## src/rtl/vga_sync_gen.sv

```systemverilog
// VGA raster timing generator: pixel-enable divider, x/y raster counters and
// registered sync/blanking decode aligned with the counters they describe.
module vga_sync_gen #(
  parameter int H_DISPLAY = 640,
  parameter int H_FP      = 16,
  parameter int H_SYNC    = 96,
  parameter int H_BP      = 48,
  parameter int V_DISPLAY = 480,
  parameter int V_FP      = 10,
  parameter int V_SYNC    = 2,
  parameter int V_BP      = 33
) (
  input  logic       clk,
  input  logic       rst,
  output logic       hsync,
  output logic       vsync,
  output logic       video_on,
  output logic       p_tick,
  output logic [9:0] pixel_x,
  output logic [9:0] pixel_y,
  output logic       frame_tick
);

  localparam int H_TOTAL = H_DISPLAY + H_FP + H_SYNC + H_BP;
  localparam int V_TOTAL = V_DISPLAY + V_FP + V_SYNC + V_BP;

  localparam logic [9:0] H_LAST   = 10'(H_TOTAL - 1);
  localparam logic [9:0] V_LAST   = 10'(V_TOTAL - 1);
  localparam logic [9:0] H_VIS    = 10'(H_DISPLAY);
  localparam logic [9:0] V_VIS    = 10'(V_DISPLAY);
  localparam logic [9:0] HS_FIRST = 10'(H_DISPLAY + H_FP);
  localparam logic [9:0] HS_LAST  = 10'(H_DISPLAY + H_FP + H_SYNC - 1);
  localparam logic [9:0] VS_FIRST = 10'(V_DISPLAY + V_FP);
  localparam logic [9:0] VS_LAST  = 10'(V_DISPLAY + V_FP + V_SYNC - 1);

  function automatic logic in_range(input logic [9:0] v, input logic [9:0] lo,
                                    input logic [9:0] hi);
    return (v >= lo) && (v <= hi);
  endfunction

  logic       div_q;
  logic [9:0] x_q, y_q;
  logic [9:0] x_nxt, y_nxt;
  logic       hsync_q, vsync_q, von_q;

  // Next raster position; sync decode below uses it so outputs stay aligned.
  always_comb begin
    x_nxt = x_q;
    y_nxt = y_q;
    if (div_q) begin
      if (x_q == H_LAST) begin
        x_nxt = '0;
        y_nxt = (y_q == V_LAST) ? '0 : y_q + 10'd1;
      end else begin
        x_nxt = x_q + 10'd1;
      end
    end
  end

  always_ff @(posedge clk) begin
    if (rst) begin
      div_q   <= 1'b0;
      x_q     <= '0;
      y_q     <= '0;
      hsync_q <= 1'b1;
      vsync_q <= 1'b1;
      von_q   <= 1'b1;
    end else begin
      div_q   <= ~div_q;
      x_q     <= x_nxt;
      y_q     <= y_nxt;
      hsync_q <= ~in_range(x_nxt, HS_FIRST, HS_LAST);
      vsync_q <= ~in_range(y_nxt, VS_FIRST, VS_LAST);
      von_q   <= (x_nxt < H_VIS) && (y_nxt < V_VIS);
    end
  end

  assign p_tick     = div_q;
  assign pixel_x    = x_q;
  assign pixel_y    = y_q;
  assign hsync      = hsync_q;
  assign vsync      = vsync_q;
  assign video_on   = von_q;
  // Last pixel-enable of the frame; div_q is 0 during reset so this stays low.
  assign frame_tick = div_q & (x_q == H_LAST) & (y_q == V_LAST);

endmodule
```

## config.mk

```make
export PLATFORM = sky130hd
export DESIGN_NAME = vga_sync_gen
export DESIGN_NICKNAME = d
export VERILOG_FILES = /design/src/rtl/vga_sync_gen.sv
export SDC_FILE = /design/constraint.sdc
export NUM_CORES = 1
export LEC_CHECK = 0
export BUFFER_PORTS_ARGS = -buffer_cell sky130_fd_sc_hd__clkbuf_2
export CAP_MARGIN = 25
export CORE_MARGIN = 2
export CORE_UTILIZATION = 29
export DETAILED_ROUTE_END_ITERATION = 7
export GPL_TIMING_DRIVEN = 1
export PLACE_DENSITY_LB_ADDON = 0.3
export SLEW_MARGIN = 20
export SYNTH_ARGS = -nofsm -noshare
export SYNTH_HDL_FRONTEND = slang
export SYNTH_SLANG_ARGS = --single-unit
```

## constraint.sdc

```tcl
create_clock -name clk -period 5.1 [get_ports clk]
set_input_delay 1.02 -clock clk [delete_from_list [all_inputs] [get_ports clk]]
set_output_delay 1.02 -clock clk [all_outputs]
set_load 0.02 [all_outputs]
```

==> results.toml <==
[drt]
num_vias = 1165
post_drt_wl_per_cell_um = 13.1
vias_per_cell = 5.18
drtIter0Drc = 102
wl_mm = 2.96
ant_nets = 0
drc_errors = 0
dr.pass1.iters = 4

[pwr]
power_density_nw_per_um2 = 215
p_int_uw = 245
ir_worst_vdd_mv = 0.0878
p_leak_uw = 0.000568
seqPwrFrac_pct = 60.3
pwr-share-clk_pct = 36.6
sw_frac_of_total_pct = 22.7
p_total_uw = 317
p_comb_share_pct = 3.1
power_switching_uw = 72.0

[sta]
hold_ws_ns = 0.514
slew_viol_final = 0
finalWorstSetupSlack_ns = 1.68
setup_violations = 0
fin_tns_setup_ns = 0
layout_worst_path_cycle_share_pct = 67.1
hold_viol_final = 0
rsz0062_at_grt = "no"
tightest_slew_ns = 0.785
fin_skew_ns = 0.00440
fmax_mhz = 292
relSlewSlack_pct = 47.2
layout_min_cycle_time_ns = 3.42

[clock_tree]
holdBufCountCts = 0
h-tree-depth = 1
cts_root_buf = "clkbuf_8"
cts_made_buffers = 3
cts.path.max_buffers = 2
cts-resized-gates = 0
clk_pin_slew_worst_paths_ns = 0.08
cts_setup_buffers = 0
clkSinkCount = 24
clk_latency_ns = 0.27
tritoncts = "done"

[grt]
use_met2_pct = 18.8
grt_usage_pct = 13.0
grt.overflow.total = 0
met1_usage_pct = 17.8
busiest_layer = "met2"
grt_pass1_wl_mm = 5.11
grt_antenna_before_repair = 0
grt_max_degree = 23
grt.met3_usage_pct = 2.45
grt_pass1_vias = 1075

[final_layout]
nets = 180
diodes = 0
fillers = 463
area_delta_synth_final_pct = 15.7
drive_above_1_share_pct = 23.1

[setup_path]
worstSetupPathType = "flop to output pin"
arrival_ns = 2.40
critPathMaxFanout = 8
start_kind = "flop"
end_kind = "output pin"
required_ns = 4.08

[floorplan]
initial_core_util_pct = 29.8
die-area_um2 = 4960
die_y_um = 70.4
core_um2 = 4290
fp.dieW_um = 70.4
row_count = 24
num_io_pins = 27

[synthesis]
ys_ff_latch = 24
syn_area_um2 = 1280
synth_edf_count = 0
synth_cell_type_count = 45
synthDominantCellAreaShare_pct = 37.6
yosysMostFrequentCell = "dfxtp_1"
seq_area_frac_synth_pct = 37.6
syn-num-nets = 156
yosys-top-cells-count = "dfxtp_1, nor2_1, nand2_1, nand3_1, o21ai_0"
synth_top_area_cell = "dfxtp_1"
synthFlopType = "dfxtp_1"
yosysWarnings = 0
synthCells = 151
synth.avg_cell_area_um2 = 8.47
async_reset_ff_share_pct = 0
synth.area.top_cells = "dfxtp_1, nor2_1, nand3_1"

[run]
maxCapViolCount = 0

[worst_hold_path]
worstHoldPathType = "flop to flop"

[placement]
port_buffers = 26
hpwl_mm = 2.12
place_ws_ns = 2.06
gp_congestion = 0.772

[run_status]
status = "finished, final reports clean"
-- stage by stage --
step	std cells	utilization, %	area, µm²
2_1_floorplan	151	-	1280
3_3_place_gp	222	33.5	1440
3_5_place_dp	222	33.5	1440
4_1_cts	225	34.4	1480
5_1_grt	225	34.4	1480
6_report	225	34.4	1480
-- power groups by stage --
stage	logic [µW]	registers (µW)	clock network, µW
after floorplan	4.93	197	0
after global placement	10.2	196	0
after detailed placement	10.3	196	0
after CTS	10.3	191	121
after global routing	11.5	192	128
final	9.94	191	116
-- layout by cell type (no fill, tap or decap), types with 3 or more instances in the layout --
cell type | netlist | routed
a21oi_1 | 6 | 6
o21ai_0 | 7 | 7
xnor2_1 | 6 | 6
nor3_1 | 5 | 5
nand4_1 | 6 | 6
clkbuf_2 | 1 | 26
xor2_1 | 3 | 3
nor2_1 | 19 | 19
clkbuf_8 | 0 | 3
nand2_1 | 15 | 15
dfxtp_1 | 24 | 24
nand3_1 | 12 | 12
inv_1 | 3 | 3
ha_1 | 3 | 3
-- final cells by class --
class | count | area, µm² | share of cell area [%]
multi-input combinational | 117 | 751 | 50.8
sequential | 24 | 480 | 32.5
timing repair buffer | 26 | 130 | 8.80
tap | 52 | 65.1 | 4.40
clock buffer | 3 | 41.3 | 2.79
inverter | 3 | 11.3 | 0.761
-- registers in the layout, indices dropped and copies added (netlist names) --
register / count
hsync: 1
pixel_x: 10
p_tick: 1
video_on: 1
pixel_y: 10
vsync: 1
-- worst max-delay path: stages (launching register included) --
cell	delay, ns
dfxtp_1	0.39
inv_1	0.12
ha_1	0.14
or3b_2	0.43
nor4_1	0.61
and2_1	0.26
clkbuf_2	0.18
-- layer usage --
metal	share of wire (%)	vias to the layer above
met5	0	-
met4	2.7	0
met3	4.2	7
met2	44	30
met1	49	543
li1	-	585
-- cell families (layout without fill, tap and decap cells) --
group / Yosys count / in the layout / synth area share (%)
AOI/OAI and AO/OA: 22 / 22 / 10.7
and+or+nand+nor: 80 / 80 / 36.4
DFF: 24 / 24 / 37.6
buffers and inverters: 10 / 32 / 3.72
adders and majority gates: 3 / 3 / 2.94
xor gates and xnor gates: 9 / 9 / 6.16
muxes: 3 / 3 / 2.54
-- path summary, 6_finish.rpt --
kind | from | to | slack (ns) | depth (start not counted)
hold / removal | pixel_x[1] | pixel_x[1] | 0.51 | 2
setup reg to reg | pixel_y[1] | vsync | 2.65 | 8
setup / recovery | pixel_y[1] | frame_tick | 1.68 | 6
hold reg to reg | pixel_x[1] | pixel_x[1] | 0.51 | 2
No activity file was read; power rests on OpenSTA's default activity.
